[config.mk]
export PLATFORM = sky130hd
export DESIGN_NAME = eval_dispatch
export DESIGN_NICKNAME = d
export VERILOG_FILES = /design/src/rtl/eval_dispatch.sv
export SDC_FILE = /design/constraint.sdc
export NUM_CORES = 1
export LEC_CHECK = 0
export ABC_AREA = 1
export BUFFER_PORTS_ARGS = -buffer_cell sky130_fd_sc_hd__buf_4
export CORE_AREA = 2 2 99 101
export DETAILED_ROUTE_END_ITERATION = 10
export DIE_AREA = 0 0 101 103
export GPL_ROUTABILITY_DRIVEN = 0
export PLACE_DENSITY = 0.77
export SYNTH_ARGS = -nofsm -noshare
export SYNTH_HDL_FRONTEND = slang
export SYNTH_SLANG_ARGS = --single-unit
[constraint.sdc]
create_clock -name clk -period 1.6 [get_ports clk]
set_clock_uncertainty 0.1 [all_clocks]
set_input_delay 0 -clock clk [delete_from_list [all_inputs] [get_ports clk]]
set_output_delay 0 -clock clk [all_outputs]
set_load 0.1 [all_outputs]
[src/rtl/eval_dispatch.sv]
// eval_dispatch: accepts one position request at a time, starts the evaluator,
// waits for its result (or gives up after a bounded wait), retires the
// evaluator's result and holds the response until downstream takes it.

`ifndef BOARD_WIDTH
`define BOARD_WIDTH 64
`endif

module eval_dispatch #(
  parameter int EVAL_WIDTH     = 0,
  parameter int TAG_WIDTH      = 8,
  parameter int TIMEOUT_CYCLES = 64,
  // A zero-width result cannot be declared; fall back to one bit until the
  // instantiating level supplies the real width.
  localparam int EW = (EVAL_WIDTH > 0) ? EVAL_WIDTH : 1
) (
  input  logic                          clk,
  input  logic                          reset,
  input  logic                          req_valid,
  output logic                          req_ready,
  input  logic [`BOARD_WIDTH-1:0]       req_board,
  input  logic [3:0]                    req_castle_mask,
  input  logic [TAG_WIDTH-1:0]          req_tag,
  output logic                          board_valid,
  output logic [`BOARD_WIDTH-1:0]       board,
  output logic [3:0]                    castle_mask,
  output logic                          clear_eval,
  input  logic signed [EW-1:0]          eval_mg,
  input  logic                          eval_valid,
  output logic                          rsp_valid,
  input  logic                          rsp_ready,
  output logic signed [EW-1:0]          rsp_eval,
  output logic [TAG_WIDTH-1:0]          rsp_tag,
  output logic                          rsp_timeout,
  output logic [15:0]                   eval_count
);

  // Wait counter only has to reach TIMEOUT_CYCLES-1.
  localparam int             CW      = (TIMEOUT_CYCLES > 2) ? $clog2(TIMEOUT_CYCLES) : 1;
  localparam logic [CW-1:0]  LP_LAST = CW'(TIMEOUT_CYCLES - 1);

  typedef enum logic [2:0] {
    S_IDLE,
    S_ISSUE,
    S_WAIT,
    S_CLEAR,
    S_RESPOND
  } state_t;

  state_t                        r_state;
  logic                          r_req_ready;
  logic [`BOARD_WIDTH-1:0]       r_board;
  logic [3:0]                    r_castle_mask;
  logic [TAG_WIDTH-1:0]          r_tag;
  logic                          r_board_valid;
  logic                          r_clear_eval;
  logic                          r_rsp_valid;
  logic signed [EW-1:0]          r_rsp_eval;
  logic                          r_rsp_timeout;
  logic [15:0]                   r_eval_count;
  logic [CW-1:0]                 r_wait_cnt;

  logic                          w_accept;

  // A request is taken only when the registered ready is already showing,
  // so the first cycle out of reset cannot accept anything.
  assign w_accept = req_valid && r_req_ready;

  // Dispatcher FSM; every output is a register updated alongside the state.
  always_ff @(posedge clk or negedge reset) begin
    if (!reset) begin
      r_state       <= S_IDLE;
      r_req_ready   <= 1'b0;
      r_board       <= '0;
      r_castle_mask <= '0;
      r_tag         <= '0;
      r_board_valid <= 1'b0;
      r_clear_eval  <= 1'b0;
      r_rsp_valid   <= 1'b0;
      r_rsp_eval    <= '0;
      r_rsp_timeout <= 1'b0;
      r_eval_count  <= '0;
      r_wait_cnt    <= '0;
    end else begin
      // Start and retire strobes are single-cycle by construction.
      r_board_valid <= 1'b0;
      r_clear_eval  <= 1'b0;
      case (r_state)
        S_IDLE: begin
          if (w_accept) begin
            // Board and castle rights stay frozen until the next accept,
            // which covers the evaluator's mid-pipeline castle sampling.
            r_board       <= req_board;
            r_castle_mask <= req_castle_mask;
            r_tag         <= req_tag;
            r_req_ready   <= 1'b0;
            r_board_valid <= 1'b1;
            r_state       <= S_ISSUE;
          end else begin
            r_req_ready <= 1'b1;
          end
        end
        S_ISSUE: begin
          r_wait_cnt <= '0;
          r_state    <= S_WAIT;
        end
        S_WAIT: begin
          // A result arriving on the final wait cycle still wins over timeout.
          if (eval_valid) begin
            r_rsp_eval    <= eval_mg;
            r_rsp_timeout <= 1'b0;
            r_clear_eval  <= 1'b1;
            r_state       <= S_CLEAR;
          end else if (r_wait_cnt == LP_LAST) begin
            r_rsp_eval    <= '0;
            r_rsp_timeout <= 1'b1;
            r_clear_eval  <= 1'b1;
            r_state       <= S_CLEAR;
          end else begin
            r_wait_cnt <= r_wait_cnt + 1'b1;
          end
        end
        S_CLEAR: begin
          if (!r_rsp_timeout) begin
            r_eval_count <= r_eval_count + 16'd1;
          end
          r_rsp_valid <= 1'b1;
          r_state     <= S_RESPOND;
        end
        S_RESPOND: begin
          if (rsp_ready) begin
            r_rsp_valid <= 1'b0;
            r_req_ready <= 1'b1;
            r_state     <= S_IDLE;
          end
        end
        default: begin
          r_req_ready <= 1'b0;
          r_rsp_valid <= 1'b0;
          r_state     <= S_IDLE;
        end
      endcase
    end
  end

  assign req_ready   = r_req_ready;
  assign board_valid = r_board_valid;
  assign board       = r_board;
  assign castle_mask = r_castle_mask;
  assign clear_eval  = r_clear_eval;
  assign rsp_valid   = r_rsp_valid;
  assign rsp_eval    = r_rsp_eval;
  assign rsp_tag     = r_tag;
  assign rsp_timeout = r_rsp_timeout;
  assign eval_count  = r_eval_count;

endmodule

# Word-level counts from Yosys, hierarchy flattened
# Cells that the tools add are included.
# totals
ff_bits	107
out_inout_bits	98
elab_cells	62
# classes
addsub	2
eq_ne	10
mux	22
bitwise_logic	3
n_reduce_logical	13
# op_table
op	n
adder 16 x 1 -> 16 bit (second input constant)	1
one-hot mux 3 bit (5 select lines)	1
2-to-1 mux 1 bit	12
2-to-1 mux 3 bit	4
2-to-1 mux 6 bit	2
one-hot mux 6 bit (2 select lines)	1
AND reduction 2 bit	5
!= test 2 bit (second input constant)	4
adder 6 x 1 -> 6 bit (second input constant)	1
equality test 3 x 2 -> 1 bit (second input constant)	2
equality test 6 bit (second input constant)	1
one-hot mux 1 bit (3 select lines)	2
AND reduction 3 bit	2
OR reduction 3 bit	2
nonzero test 2 bit	2
equality test 3 x 1 -> 1 bit (second input constant)	1
equality test 3 bit (second input constant)	1
zero test 3 bit	1
!= test 3 bit (second input constant)	1
NOT 1 bit	3
logical AND 1 bit	1

# Logic depth before layout (Yosys ltp)
# Gate-level depths: netlist of the first run.
# logic_depth
depth_word	4
ltp_mapped	8

# Worst setup path after synthesis of the first run
# No wires, ideal clock.
# synth_timing
path_kind	register to register
start	register r_eval_count[1] (netlist: eval_count[1])
end	register r_eval_count[12] (netlist: eval_count[12])
setup_ns	0.122
arrival_ns	1.964
required_time_ns	1.378
slack_ns	-0.586
path_stages_with_launch	9
path_buffers	0
period_less_slack_ns	2.186
cell_sequence	dfrtp_1 > ha_1 > nand3_1 > nor2_1 > nand2_1 > nor2_2 > nand2_1 > nand2_1 > nand2_1
# synth_via
elab_chain_len	1
# synth_rtl
element	line	rtl
from (decl)	60	logic [15:0] r_eval_count;
from (signal assigned)	125	r_eval_count <= r_eval_count + 16'd1;
adder 16 x 1 -> 16 bit	125	
# Every way passes these cells.
# A chain may end at the register's enable or synchronous reset.

# Worst setup path in the final report of the first run
# layout_timing
start	register r_state[2]
end	register r_eval_count[12] (netlist: eval_count[12])
# layout_via
elab_chain_len	2
# layout_rtl
element	line	rtl
from (decl)	50	state_t r_state;
from (signal assigned)	72	r_state <= S_IDLE;
from (signal assigned)	98	r_state <= S_ISSUE;
from (signal assigned)	105	r_state <= S_WAIT;
equality test 3 x 2 -> 1 bit	88	case (r_state)
AND reduction 2 bit (no source line)	n/a	
# Every way passes these cells.

==> impl_metrics.yaml, run 1 <==
run_status:
  outcome: "complete, no violations"
floorplanning:
  die_x_um: 101
  initial_core_util_pct: 46.4
  die_area_um2: 10400
  die_h_um: 103
  rows: 36
  fp.coreArea_um2: 9460
  ios: 180
timing:
  fmax_mhz: 669
  period_needed_ps: 1500
  grt_setup_unrepaired: "false"
  finalCritPeriodShare_pct: 93.5
  slew-limit-headroom_pct: 67.1
  worst_slew_pin_slew_ps: 494
  slew_viol_final: 0
  setup_tns_ps: 0
  hold_viol: 0
  finalSetupViolCount: 0
detailed_routing:
  dr.pass1.iters: 6
  wl_per_cell_um: 14.5
  top_layer: "met4"
  drc: 0
  wl_met3_um: 622
  num_vias: 4319
  wl_met1_mm: 5.16
  dr.first_iter.drc_count: 146
  wl_met2_mm: 6.79
  wl_mm: 13.0
  vias_per_cell: 4.84
  antenna_left: 0
clocking:
  clock-sinks: 107
  cts_max_level: 3
  path_clk_slew_ps: 110
  cts_buffer_depth: 2
  cts_tree: "built"
  numCtsBuffers: 9
  clockRootBuffer: "clkbuf_8"
  clkLatencyLatePin_ps: 360
yosys:
  netlist_area_um2: 4390
  ys_seq_elements: 107
  synth_cell_types: 23
  syn_area_per_cell_um2: 8.67
  synth_warnings: 0
  syn_nets: 590
  yosysSeqAreaShare_pct: 61.0
  synthCells: 506
critical_path:
  r2r_slack_ps: 100
  r2r_cells: 8
  cp_cell_sequence: "inv_2, nand3_2, nor2_4, nand2_2, nor2_4, nand2_1, nand2_1, nand2_1"
  worst-path-buf-inv: 1
  slowest_delay_ps: 450
  worst_ep_arrival_time_ps: 1650
  r2r_end: "eval_count[12]$_DFFE_PN0P_"
  cpMaxStageDelayCell: "dfrtp_2"
  rr_startpoint: "r_state[2]$_DFFE_PN0P_"
  worstSetupPathType: "reg -> reg"
  cp-end-kind: "flip-flop"
  cp-start-kind: "flip-flop"
  cp_max_fo: 6
  cpMostUsedCell: "nand2_1"
  crit_required_ps: 1750
  cpLargestDelayFamily: "simple AND/OR/NAND/NOR gates"
final_layout:
  final_nets: 857
  final_cell_mix: "nand2_1 (285), buf_4 (187), dfrtp_1 (88), dlygate4sd3_1 (81), inv_1 (20)"
  layout_commonest_cell: "nand2_1"
  drive_above_1_share_pct: 31.1
  areaGrowthSynthToFinish_pct: 59.9
  fill_cells: 645
  fin_area_um2: 7020
grt:
  antenna_found_initial: 0
  grtUsageTotal_pct: 24.7
  grt_max_degree: 54
  grt_pass1_wl_mm: 19.9
  grt_pass1_vias: 4256
  grt-ovfl-total: 0
flow_run:
  drv_cap: 0
placement:
  port-buffer-count: 179
  placed_area_um2: 5970
  dp_hpwl_mm: 8.00
min_path:
  hp-class: "in -> async"
==> layout make-up <==
type	instances	area, um2	area share (%)
diodes	1	2.50	0.0357
clock buffers	11	131	1.87
clock inverters	5	40.0	0.571
inverters	22	82.6	1.18
multi-input cells	361	1610	22.9
flip-flops and latches	107	2720	38.7
well taps	114	143	2.03
repair buffers	272	2290	32.7
==> sequential cells by signal (all words and copies together), names as in the netlist <==
signal / cells
board: 64
eval_count: 16
rsp_tag: 8
r_wait_cnt: 6
castle_mask: 4
r_state: 3
board_valid: 1
clear_eval: 1
req_ready: 1
rsp_eval: 1
rsp_timeout: 1
rsp_valid: 1
==> Yosys cell counts (all sizes together) <==
cell,number,area share (%)
xnor2,4,0.80
o21bai,1,0.17
dfrtp,107,61
clkbuf,3,0.26
inv,22,1.9
nand3,21,2.6
o21ai,4,0.46
nor2,21,2.4
nor3,4,0.46
nand4,5,0.86
ha,2,0.57
nand2,287,25
nand3b,2,0.34
buf,13,1.7
a21oi,2,0.23
xor2,8,1.6
==> worst register-to-register path, stage by stage (launching register included) <==
cell,delay (ps)
dfrtp_2,450
inv_2,120
nand3_2,130
nor2_4,200
nand2_2,100
nor2_4,130
nand2_1,60
nand2_1,50
nand2_1,50
==> timing repair <==
item                       CTS  global route
gates resized for setup      0             9
setup buffers                0             4
setup endpoints to repair    0            15
hold buffers                81             0
hold endpoints to repair   196             0
==> per-stage QoR <==
stage | util, % | instances | hold slack (ps) | setup WS [ps]
2_1_floorplan | - | 506 | -396 | -45.9
3_3_place_gp | 63.1 | 791 | -118 | 110
3_5_place_dp | 63.1 | 791 | -113 | 26.7
4_1_cts | 73.5 | 888 | 22.3 | 5.74
5_1_grt | 74.2 | 892 | 68.4 | 1.45
6_report | 74.2 | 893 | 40.3 | 104
==> worst max path at each step <==
stage | start | end | cells past startpoint
floorplan | eval_count[1]$_DFFE_PN0P_ | eval_count[12]$_DFFE_PN0P_ | 8
global placement | r_state[2]$_DFFE_PN0P_ | eval_count[12]$_DFFE_PN0P_ | 8
detailed placement | r_state[2]$_DFFE_PN0P_ | eval_count[12]$_DFFE_PN0P_ | 8
CTS | r_state[2]$_DFFE_PN0P_ | eval_count[12]$_DFFE_PN0P_ | 8
global route | r_state[2]$_DFFE_PN0P_ | eval_count[12]$_DFFE_PN0P_ | 8
finish | r_state[2]$_DFFE_PN0P_ | eval_count[12]$_DFFE_PN0P_ | 8
==> logic make-up after synthesis <==
logic type,synth area share [%]
and+or+nand+nor,31.3
xor gates and xnor gates,2.40
adders and majority gates,0.570
AOI/OAI and AO/OA,0.856
buffers and inverters,3.85
DFF,61.0
==> metal layers <==
metal  global-route usage [%]  up-vias
li1                         -     2076
met1                     29.0     2045
met2                     44.1      166
met3                     4.00       32
met4                     12.3        0
met5                        0        -
Power of run 1 is left out: the tool's default activity adds up to more than one toggle a clock period on the data nets, which glitch-free logic cannot reach.
==> inputs of run 2 (changes only) <==
CORE_AREA = 2 2 105 107   (was 2 2 99 101)
DIE_AREA = 0 0 107 109   (was 0 0 101 103)
HOLD_SLACK_MARGIN = 0.05   (was default)
PLACE_DENSITY = 0.73   (was 0.77)
clock period = 1.2 ns   (was 1.6 ns; I/O delays follow)
==> run 2 against run 1 <==
The flow now finishes with violations (negative setup slack). Final cell count up 9.4%. Fmax down 2.2%. Sequential share of layout area down 5.5 points. Hold slack better by 25 ps. Final area up 17%. Sequential cell count unchanged. Worst setup slack worse by 430 ps. Via count up 8.5%. Critical path type unchanged.
==> impl_metrics.yaml, run 2 (synthesized netlist as in run 1, its figures left out) <==
run_status:
  outcome: "complete, but fails checks"
  violations: "negative setup slack"
clocking:
  clkLatencyLatePin_ps: 370
  path_clk_slew_ps: 110
  cts_max_level: 3
  numCtsBuffers: 9
  clock-sinks: 107
  cts_tree: "built"
  cts_buffer_depth: 2
  clockRootBuffer: "clkbuf_8"
critical_path:
  rr_startpoint: "eval_count[1]$_DFFE_PN0P_"
  crit_path_start: "eval_count[1]$_DFFE_PN0P_"
  worstSetupPathType: "reg -> reg"
  crit_required_ps: 1350
  cp-end-kind: "flip-flop"
  worst_ep_arrival_time_ps: 1680
  cp_max_fo: 4
  cp-start-kind: "flip-flop"
final_layout:
  final_nets: 916
  largest_reg_flops: 64
  final_cell_mix: "nand2_1 (247), buf_4 (193), dfrtp_1 (85), dlygate4sd3_1 (83), nand2_2 (33)"
  layout_commonest_cell: "nand2_1"
  areaGrowthSynthToFinish_pct: 87.5
  post-route-util_pct: 77.6
  fin_area_um2: 8230
  drive_above_1_share_pct: 43.2
  antenna_cells: 0
grt:
  grtUsageTotal_pct: 24.8
  grt_max_degree: 51
  grt_use_met3_pct: 4.12
  top_usage_layer: "met2"
  use_met1_pct: 28.4
  grt-ovfl-total: 0
  grt_pass1_vias: 4686
  antenna_found_initial: 0
  grt_pass1_wl_mm: 22.4
  grtUsageMet2_pct: 46.5
placement:
  port-buffer-count: 179
  dp_hpwl_mm: 8.53
  pre_cts_slack_ps: -231
  placed_area_um2: 6380
floorplanning:
  die_x_um: 107
  initial_core_util_pct: 41.4
  die_h_um: 109
  ios: 180
  rows: 38
  fp.coreArea_um2: 10600
  die_area_um2: 11700
min_path:
  hp-class: "in -> async"
flow_run:
  drv_cap: 0
timing:
  slew_viol_final: 0
  finalSetupViolCount: 116
  hold_viol: 0
  worst_slew_pin_slew_ps: 405
  fin_ws_ps: -330
  fmax_mhz: 654
  finalCritPeriodShare_pct: 128
  setup_tns_ps: -22070
  slew-limit-headroom_pct: 72.9
  period_needed_ps: 1530
  grt_setup_unrepaired: "true"
detailed_routing:
  antenna_left: 0
  dr.first_iter.drc_count: 258
  wl_mm: 16.1
  vias_per_cell: 4.80
  num_vias: 4686
  wl_per_cell_um: 16.4
  drc: 0
  dr.pass1.iters: 4
run 2: changes by cell type in the layout (fill, tap and decap cells not counted), moves of 7 or more:
cell,change
nand2_4,+7
nand2_1,-38
buf_12,+12
buf_6,+30
nand2_2,+31
nor2_4,+7
run 2: area by class of cell:
class / count / area, um2
fillers: 633 / 2370
clock inverters: 5 / 77.6
clock buffers: 11 / 131
inverters: 22 / 95.1
flip-flops and latches: 107 / 2740
well taps: 140 / 175
repair buffers: 331 / 3130
multi-input cells: 361 / 1880
run 2: metal layers:
layer  vias to the layer above  wire length (um)
li1                       2203                 -
met1                      2267              5980
met2                       173              8750
met3                        43               798
met4                         0               532
met5                         -                 0
run 2: what timing repair did:
item | in CTS | in global routing
pin swaps | 14 | 19
hold buffers | 83 | 0
resized for setup | 66 | 81
endpoints found under the hold margin | 197 | 0
setup buffers | 13 | 13
endpoints found under the setup margin | 120 | 121
cloned | 3 | 2
run 2: worst paths after layout:
path | depth (start not counted) | endpoint | slack (ps)
max | 8 | eval_count[12]$_DFFE_PN0P_ | -330
min | 3 | board[61]$_DFFE_PN0P_ | 70
max reg2reg | 8 | eval_count[12]$_DFFE_PN0P_ | -330
min reg2reg | 2 | board[40]$_DFFE_PN0P_ | 380
max in group asynchronous | 4 | req_ready$_DFFE_PN0P_ | 100
min in group clk | 4 | board[53]$_DFFE_PN0P_ | 250
run 2: per-stage QoR:
step | hold WS [ps] | std cells
2_1_floorplan | -396 | 506
3_3_place_gp | -284 | 851
3_5_place_dp | -284 | 851
4_1_cts | 56.4 | 966
5_1_grt | 96.8 | 977
6_report | 65.5 | 977
run 2: critical path, cell delays in order, from the launching register on:
cell and delay, ps:
dfrtp_4 480, ha_4 160, nand3_4 70, nor2_4 130
nand2_2 100, nor2_4 130, nand2_1 90, nand2_1 100
nand2_1 60
Power of run 2 is left out for the same reason.
